## config.mk

```make
export PLATFORM = sky130hd
export DESIGN_NAME = sd_dac_tx
export DESIGN_NICKNAME = d
export VERILOG_FILES = /design/src/rtl/sd_dac_tx_pkg.sv /design/src/rtl/sd_dac_tx_modulator.sv /design/src/rtl/sd_dac_tx.sv
export SDC_FILE = /design/constraint.sdc
export NUM_CORES = 1
export LEC_CHECK = 0
export ABC_CLOCK_PERIOD_IN_PS = 3150
export CORE_MARGIN = 2
export CORE_UTILIZATION = 34
export DETAILED_ROUTE_END_ITERATION = 10
export DONT_BUFFER_PORTS = 1
export PLACE_DENSITY = 0.58
export SETUP_SLACK_MARGIN = 0.15
export SLEW_MARGIN = 20
export SYNTH_ARGS = -nofsm -noshare
export SYNTH_HDL_FRONTEND = slang
export SYNTH_SLANG_ARGS = --single-unit
```

## constraint.sdc

```tcl
create_clock -name CLK -period 3.15 [get_ports CLK]
set_clock_uncertainty 0.2 [all_clocks]
set_input_delay 0.4725 -clock CLK [delete_from_list [all_inputs] [get_ports CLK]]
set_output_delay 0.4725 -clock CLK [all_outputs]
set_load 0.01 [all_outputs]
```

## src/rtl/sd_dac_tx_pkg.sv

```systemverilog
// Shared definitions for the sigma-delta DAC transmit path.
// SD_SAMPLE_W is the sample width also used by the SAR ADC path.
package sd_dac_tx_pkg;

    localparam int SD_SAMPLE_W    = 8;
    localparam int SD_PERIOD_LOG2 = 8;

    typedef enum logic {
        BUF_EMPTY = 1'b0,
        BUF_FULL  = 1'b1
    } buf_state_t;

    typedef struct packed {
        logic tick;
        logic underrun;
    } sd_strobe_t;

    // A period boundary is the last count before the counter wraps.
    function automatic logic is_boundary(input logic [31:0] cnt, input int log2);
        logic [31:0] mask;
        mask = (32'd1 << log2) - 32'd1;
        return (cnt & mask) == mask;
    endfunction

endpackage

```

## src/rtl/sd_dac_tx_modulator.sv

```systemverilog
// First-order sigma-delta modulator: the accumulator carry-out is the
// 1-bit output, so the pulse density of DACout equals Current / 2^WIDTH.
module sd_modulator
    import sd_dac_tx_pkg::*;
#(
    parameter int WIDTH = SD_SAMPLE_W
) (
    input  logic             CLK,
    input  logic             Reset,
    input  logic [WIDTH-1:0] Current,
    output logic             DACout
);

    logic [WIDTH-1:0] acc_q, acc_d;
    logic             dac_q, dac_d;

    always_comb begin
        {dac_d, acc_d} = {1'b0, acc_q} + {1'b0, Current};
    end

    // The residue is kept across sample changes so no density error is lost.
    always_ff @(posedge CLK or posedge Reset) begin
        if (Reset) begin
            acc_q <= '0;
            dac_q <= 1'b0;
        end else begin
            acc_q <= acc_d;
            dac_q <= dac_d;
        end
    end

    assign DACout = dac_q;

endmodule

```

## src/rtl/sd_dac_tx.sv

```systemverilog
// Sigma-delta DAC transmitter: one-entry sample buffer with ready/valid input,
// free-running sample-period pacing, underrun and sample-rate strobes.
module sd_dac_tx
    import sd_dac_tx_pkg::*;
#(
    parameter int WIDTH       = SD_SAMPLE_W,
    parameter int PERIOD_LOG2 = SD_PERIOD_LOG2
) (
    input  logic             CLK,
    input  logic             Reset,
    input  logic [WIDTH-1:0] DataIn,
    input  logic             DataValid,
    output logic             DataReady,
    output logic             DACout,
    output logic             SampleTick,
    output logic             Underrun
);

    logic [PERIOD_LOG2-1:0] period_q, period_d;
    buf_state_t             full_q, full_d;
    logic [WIDTH-1:0]       hold_q, hold_d;
    logic [WIDTH-1:0]       cur_q, cur_d;
    sd_strobe_t             strobe_q, strobe_d;
    logic                   boundary;
    logic                   accept;

    assign boundary = is_boundary(32'(period_q), PERIOD_LOG2);
    assign accept   = DataValid && (full_q == BUF_EMPTY);

    // A consuming boundary and an accept are mutually exclusive because the
    // buffer is only ready while empty.
    always_comb begin
        period_d          = period_q + PERIOD_LOG2'(1);
        full_d            = full_q;
        hold_d            = hold_q;
        cur_d             = cur_q;
        strobe_d.tick     = boundary;
        strobe_d.underrun = boundary && (full_q == BUF_EMPTY);
        if (boundary && (full_q == BUF_FULL)) begin
            cur_d  = hold_q;
            full_d = BUF_EMPTY;
        end else if (accept) begin
            hold_d = DataIn;
            full_d = BUF_FULL;
        end
    end

    always_ff @(posedge CLK or posedge Reset) begin
        if (Reset) begin
            period_q <= '0;
            full_q   <= BUF_EMPTY;
            hold_q   <= '0;
            cur_q    <= '0;
            strobe_q <= '0;
        end else begin
            period_q <= period_d;
            full_q   <= full_d;
            hold_q   <= hold_d;
            cur_q    <= cur_d;
            strobe_q <= strobe_d;
        end
    end

    assign DataReady  = (full_q == BUF_EMPTY);
    assign SampleTick = strobe_q.tick;
    assign Underrun   = strobe_q.underrun;

    sd_modulator #(
        .WIDTH(WIDTH)
    ) u_mod (
        .CLK    (CLK),
        .Reset  (Reset),
        .Current(cur_q),
        .DACout (DACout)
    );

endmodule

```

Yosys cells after proc, flatten, opt, wreduce, memory -nomap -nowiden
Index checks and enable logic that the tools add are counted.

operators by class
  add/sub/neg operators = 2
  equal/unequal tests = 1
  muxes and demuxes = 2
  bitwise gates (word level) = 2
  reduce and logical (&&, ||, !) cells = 5

operators by type and width
  operator                                     number
  adder 8 x 8 -> 9 bit                         1
  adder 8 x 1 -> 8 bit, second input constant  1
  equality test 8 bit, second input constant   1
  logical AND 1 bit                            3
  two-way mux 1 bit                            2
  inverter 1 bit                               2
  AND reduction 2 bit                          1
  nonzero test 2 bit                           1

word-level totals
  flip-flop bits (word level) = 36
  input port bits = 11

Depth between registers and ports, before layout
  depth after elaboration = 4
  mapped depth = 5
  gate-level depth less buffers = 5

Cells and area by module
Synthesis repeated with hierarchy kept, for this count alone.

second synthesis, totals
  cells, all modules = 122
  area, all modules = 1,627.8 µm²

modules (own cells, without submodules)
  module        instances  cells an instance  area each (µm²)  seq. area each (µm²)
  sd_dac_tx     1          70                 1,074.8          675.6
  sd_modulator  1          52                 553.0            225.2

Worst setup path after synthesis
OpenSTA, ideal clock, no wires.

  kind = register to register
  start point = register cur_q[0]
  end point = register u_mod.dac_q, in the netlist u_mod.DACout
  library setup time = 133 ps
  arrival = 1,497 ps
  data required time = 2,817 ps
  setup slack = 1,320 ps
  cell stages (with the launch flop) = 6
  buffers on the path = 0
  clock period less this slack = 1,830 ps
  cells stage by stage = dfrtp_1 > ha_1 > fa_1 > a21o_1 > a41oi_1 > o21ai_0

on the way
  cells in the longest elaborated chain, start to end = 1

RTL lines
  item                    RTL line                   RTL
  start, declared         sd_dac_tx.sv:22            logic [WIDTH-1:0] cur_q, cur_d;
  start signal, assigned  sd_dac_tx.sv:59            cur_q <= cur_d;
  adder 8 x 8 -> 9 bit    sd_dac_tx_modulator.sv:18  {dac_d, acc_d} = {1'b0, acc_q} + {1'b0, Current};
  via u_mod.dac_d         sd_dac_tx_modulator.sv:15  logic dac_q, dac_d;
  end signal, assigned    sd_dac_tx_modulator.sv:25  dac_q <= 1'b0;
  end signal, assigned    sd_dac_tx_modulator.sv:28  dac_q <= dac_d;
  end, declared           sd_dac_tx_modulator.sv:15

The timed path passes the listed nets, and every way through them passes these cells.
A chain may end at the register's enable or synchronous reset.

Worst setup path in the final report
Same ends and word-level chain as after synthesis.

==> results.ini <==
[final_layout]
post_route_cells_drive_above_1_share = 0.242
finalNonFillerCells = 178
nets = 144
nFillCells = 452
syn2layout_area_growth_pct = 12.8
n_antenna_cell = 0

[placed_design]
place.gp.congestion = 0.780
dp_hpwl_um = 1800
place_inst = 169
pre_cts_slack_ns = 1.22
io_buffers = 0

[sta]
setup_ws_ns = 1.20
report.final.slew_viol_count = 0
worstMarginPinSlew_ns = 0.778
relSlewSlack = 0.481
setup_viol = 0
rsz0062_at_grt = false
holdWs_ns = 0.110
hold_viol_final = 0
fmax_mhz = 514
final.setup.tns_ns = 0
fin_crit_sh = 0.618
min_period_ns = 1.95

[logic_synthesis]
async_flop_share = 1.00
avgSynthCellArea_um2 = 14.0
synth_cell_types = 29
ys_seq_elements = 36
yosys_warnings = 0
synth_area_mm2 = 0.00161
ys_seq_area_frac = 0.560
synth-edff-count = 0
syn-num-nets = 136
ys_dominant_reg_cell = dfrtp_1
synth_cells = 115

[clocking]
cts_buffer_depth = 2
cts_tree = done
ctsHtreeMaxLevel = 2
ctsRootBufferMaster = clkbuf_8
worstSkewPairLatency_ns = 0.29
clk_pin_slew_ns = 0.08
cts_hold_buf = 1
cts_made_buffers = 5
post_cts_buffers = 0
cts_resized = 0
clock-sinks = 36

[setup_path]
path_max_fanout = 2
cp_data_required_time_ns = 3.12
path_class = reg -> reg
critical_path_arrival_ns = 1.92
crit_path_end_kind = flip-flop
critPathLaunchType = flip-flop

[run_status]
status = finished, final reports clean

[global_route]
grtUsageTotal = 0.113
grt-ovfl-total = 0
first_global_vias = 963
antenna_found_initial = 0
grt_pass1_wl_um = 4500
grt_start_max_net_pins = 37

[die]
chipHeight_um = 72.8
die_area_mm2 = 0.00529
io_pins = 15
core_mm2 = 0.00463
rows = 25
die_w_um = 72.8
start_util = 0.347

[drt]
viasPerCell = 4.94
antenna_left = 0
routed_wl_um = 2550
drc_errors = 0
vias = 879
avgRoutedWirePerCell_um = 14.3
first_iter_violations = 18
first_pass_iters = 4

[power_and_ir_drop]
total_power_uw = 951
power_density_mw_per_mm2 = 524
ir_worst_vdd_uv = 302
leakagePower_nw = 0.931

[flow_run]
max_cap_violations = 0

[hold_path]
hold_path_class = in -> reg

-- final cells by class --
class | instances | area [um^2] | area share
multi-input cells | 74 | 687 | 0.379
repair buffers | 2 | 17.5 | 0.00966
clock buffers | 7 | 96.3 | 0.0531
clock inverters | 1 | 30.0 | 0.0166
well taps | 54 | 67.6 | 0.0372
inverters | 4 | 15.0 | 0.00828
flip-flops and latches | 36 | 901 | 0.497
-- metal layers --
metal	wire [um]	GRT usage	up-vias
li1	-	-	421
met1	1190	0.142	438
met2	1220	0.173	14
met3	80	0.0414	6
met4	55	0.0556	0
met5	0	0	-
-- critical path, cell delays in order (launching register included) --
cell	delay, ns
dfrtp_1	0.38
ha_1	0.23
fa_1	0.40
a21o_1	0.19
a41oi_1	0.29
o21ai_0	0.13
-- path summary, 6_finish.rpt --
kind | from | to | slack, ns | cells past startpoint
worst min-delay path | DataValid | full_q$_DFFE_PP0P_ | 0.11 | 1
min in group asynchronous | Reset | u_mod.acc_q[3]$_DFF_PP0_ | 0.52 | 3
worst min register to register | period_q[0]$_DFF_PP0_ | period_q[0]$_DFF_PP0_ | 0.25 | 1
worst max-delay path | cur_q[0]$_DFFE_PP0P_ | u_mod.DACout$_DFF_PP0_ | 1.20 | 5
max in group asynchronous | Reset | period_q[5]$_DFF_PP0_ | 1.91 | 3
worst max register to register | cur_q[0]$_DFFE_PP0P_ | u_mod.DACout$_DFF_PP0_ | 1.20 | 5
-- where the power goes --
group / switching, mW / internal [mW] / total, mW / leakage (nW)
clock network: 0.165 / 0.279 / 0.445 / 0.0645
logic: 0.0118 / 0.0119 / 0.0237 / 0.398
registers: 0.00703 / 0.475 / 0.482 / 0.468
-- cells in the mapped netlist, types with 2 or more instances --
cell / count / area [um^2]
nand2_1: 4 / 15.0
mux2_2: 8 / 90.1
mux2_4: 8 / 120
ha_1: 9 / 113
dfrtp_1: 36 / 901
and3_1: 2 / 12.5
inv_1: 4 / 15.0
a221oi_1: 2 / 17.5
nor3_1: 2 / 10.0
nor2b_1: 4 / 25.0
xnor2_1: 5 / 43.8
nand3_1: 6 / 30.0
and3_4: 2 / 22.5
xor2_1: 5 / 43.8
a21oi_1: 4 / 20.0
-- sequential cells by signal, summed over array words and instances, names as in the netlist --
signal and count:
u_mod.acc_q 8, full_q 1, Underrun 1, u_mod.DACout 1, cur_q 8, SampleTick 1
hold_q 8, period_q 8
-- metrics by stage --
step / cell area [um^2] / util
CTS: 1810 / 0.392
detailed placement: 1680 / 0.362
floorplan: 1610 / -
global route: 1810 / 0.392
global placement: 1680 / 0.362
finish: 1810 / 0.392
-- cell families after synthesis --
kind of cell | after synthesis | synth area share
adder cells (fa/ha/maj) | 10 | 0.0825
XOR/XNOR | 10 | 0.0545
AND/OR/NAND/NOR | 24 | 0.0973
AO/OA/AOI/OAI | 13 | 0.0560
buffers and inverters | 5 | 0.0124
multiplexers | 17 | 0.137
flip-flops | 36 | 0.560
-- cells in the final DEF (no fill, tap or decap), types with 2 or more instances in the layout --
| master | Yosys | layout |
|---|---|---|
| nor3_1 | 2 | 2 |
| nor2b_1 | 4 | 4 |
| nand2_1 | 4 | 4 |
| dfrtp_1 | 36 | 36 |
| xnor2_1 | 5 | 5 |
| ha_1 | 9 | 9 |
| clkbuf_8 | 0 | 7 |
| and3_1 | 2 | 2 |
| inv_1 | 4 | 4 |
| xor2_1 | 5 | 5 |
| mux2_2 | 8 | 8 |
| nand3_1 | 6 | 6 |
| a221oi_1 | 2 | 2 |
| and3_4 | 2 | 2 |
| a21oi_1 | 4 | 4 |
| mux2_4 | 8 | 8 |
(Power assumes the default switching activity.)
==> RTL change (same flow settings) <==
`hold_q` no longer has a reset.
--- a/src/rtl/sd_dac_tx.sv
+++ b/src/rtl/sd_dac_tx.sv
@@ -49,16 +49,18 @@
         if (Reset) begin
             period_q <= '0;
             full_q   <= BUF_EMPTY;
-            hold_q   <= '0;
             cur_q    <= '0;
             strobe_q <= '0;
         end else begin
             period_q <= period_d;
             full_q   <= full_d;
-            hold_q   <= hold_d;
             cur_q    <= cur_d;
             strobe_q <= strobe_d;
         end
+    end
+
+    always_ff @(posedge CLK) begin
+        hold_q <= hold_d;
     end
 
     assign DataReady  = (full_q == BUF_EMPTY);
Behaviour: same outputs for any inputs over 10 cycles, from zero or initial values and one cycle with Reset high; that may be too few to reach the edited logic, so the function may still have changed.
==> RTL change against the unedited design <==
Synthesized cell count decreased by 6.1%; worst setup slack worse by 0.027 ns; non-clock buffer count is 1 lower; area after synthesis down 5.3%; cell area decreased by 5.2%; routed wire length shrank 12%; sequential cell count unchanged; sequential share of layout area grew 5.1 points; count of clock-buffer cells in the layout is 1 higher.
Power is not compared: it rests on default switching activity, and its combinational part moved more than twofold at a synthesized area within 25%.
==> RTL change: results (changes against the unedited design) <==
* Outcome: complete, no violations
* Number of global-route vias before repair at 856 (-11%)
* Relative slew margins at 47.86% (-0.19 points)
* Slowest CP cell: fa_1
* Sequential share of the synthesized area at 61.79% (+5.8 points)
* CTS buffer count at 5 (unchanged)
* Sw frac at 18.31%
* Root Driver: clkbuf_8
* Via count at 835 (-5.0%)
* # H-tree levels at 2 (unchanged)
* Hold endpoint: hold_q[4]$_DFFE_PP_
* Power in combinational cells at 7.90 µW
* Post-Route WL at 2242 µm (-12%)
* Pre-Repair DR Iteration Count at 3 (-1)
* Area post-placement at 1588 µm² (-5.4%)
* Initial antenna violation count at 0 (unchanged)
* Nets at 137 (-4.9%)
* Cell count of the worst reg-to-reg path at 5 (unchanged)
* HPWL Detailed at 1641 µm (-9.0%)
* Worst hold path class: in2reg
* RR Startpoint: cur_q[0]$_DFFE_PP0P_
* Yosys cell types at 28 (-3.4%)
* P_leak at 0.0008486 µW
* Max VDD drop at 0.3272 mV
* Async set-reset flop share out of synthesis at 77.78% (-22 points)
* GPL Wtd Cong at 0.7922 (+1.5%)
* First-pass GRT wire length at 3864 µm (-14%)
* Post-CTS Setup Bufs at 0 (unchanged)
* Area of the die at 5030 µm² (-5.0%)
* DP Worst Slack at 1.169 ns (-0.04688 ns)
* Crit path largest cell delay at 0.42 ns (+0.02 ns)
* P_sw at 162.4 µW
* Post-Syn Nets at 129 (-5.1%)
* HP Start: DataIn[4]
* Worst-Skew Late Latency at 0.28 ns
* Worst hold path depth at 0 (-1)
* Crit path max fanout at 2 (unchanged)
* N_diodes at 0 (unchanged)
* Top cells by count, synth: dfrtp_1, ha_1, edfxtp_1, mux2_2, nand3_1
* Top delay family on crit path: adder cells
* Fraction of layout instances using a drive strength above 1 at 17.95% (-6.2 points)
* # port buffers at 0 (unchanged)
* CTS resizes at 0 (unchanged)
* Final setup violation count at 0 (unchanged)
* Largest net degree at the start of global routing at 29 (-22%)
* Avg WL per Cell at 13.27 µm (-7.3%)
* Ranking of synthesized cells by area: dfrtp_1, edfxtp_1, ha_1, mux2_2, xnor2_1
* Placed cell count at 160 (-5.3%)
* Starting DRT DRC Count at 10 (-8)
* P_seq at 476 µW
* WHS at 0.08189 ns (-0.02787 ns)
* Synthesized area per cell at 14.10 µm² (+0.85%)
* Worst R2R End: u_mod.DACout$_DFF_PP0_
* Tot GR Track Use at 10.17% (-1.2 points)
* Post-synth EDFFs at 8 (+8)
* Critical path arrival at 1.93 ns
* Most common cell in the netlist: dfrtp_1
RTL change: logic make-up (layout without fill, tap and decap cells):
family	Yosys count	in the layout	share of synthesized area, %
adders and majority gates	10	10	8.710
DFF	36	36	61.79
and+or+nand+nor	25	25	10.27
xor gates and xnor gates	10	10	5.752
muxes	9	9	6.574
AOI/OAI and AO/OA	13	13	5.670
buffers and inverters	5	14	1.233
RTL change: layout make-up:
class / instances / area (µm²)
Tap cell: 52 / 65.06
Fill cell: 409 / 2605
Multi-Input combinational cell: 67 / 563.0
Sequential cell: 36 / 940.9
Timing Repair Buffer: 1 / 10.01
Clock buffer: 8 / 121.4
Inverter: 5 / 18.77
RTL change: worst max path at each step:
stage	slack, ns	endpoint	startpoint	cells past startpoint
floorplan	1.32	u_mod.DACout$_DFF_PP0_	cur_q[0]$_DFFE_PP0P_	5
global placement	1.18	u_mod.DACout$_DFF_PP0_	cur_q[0]$_DFFE_PP0P_	5
detailed placement	1.17	u_mod.DACout$_DFF_PP0_	cur_q[0]$_DFFE_PP0P_	5
CTS	1.15	u_mod.DACout$_DFF_PP0_	cur_q[0]$_DFFE_PP0P_	5
global route	1.09	u_mod.DACout$_DFF_PP0_	cur_q[0]$_DFFE_PP0P_	5
finish	1.18	u_mod.DACout$_DFF_PP0_	cur_q[0]$_DFFE_PP0P_	5
RTL change: worst reg2reg max path, stage by stage (launching register included):
cell	delay (ns)
dfrtp_1	0.38
ha_1	0.23
fa_1	0.42
a21o_1	0.19
a41oi_1	0.29
o21ai_0	0.14
RTL change: per-layer routing:
metal | global-route usage [%] | vias up | wire length (µm)
met4 | 5.031 | 0 | 28
met5 | 0 | - | 0
met1 | 11.73 | 421 | 987
li1 | - | 399 | -
met3 | 3.561 | 4 | 67
met2 | 16.82 | 11 | 1158
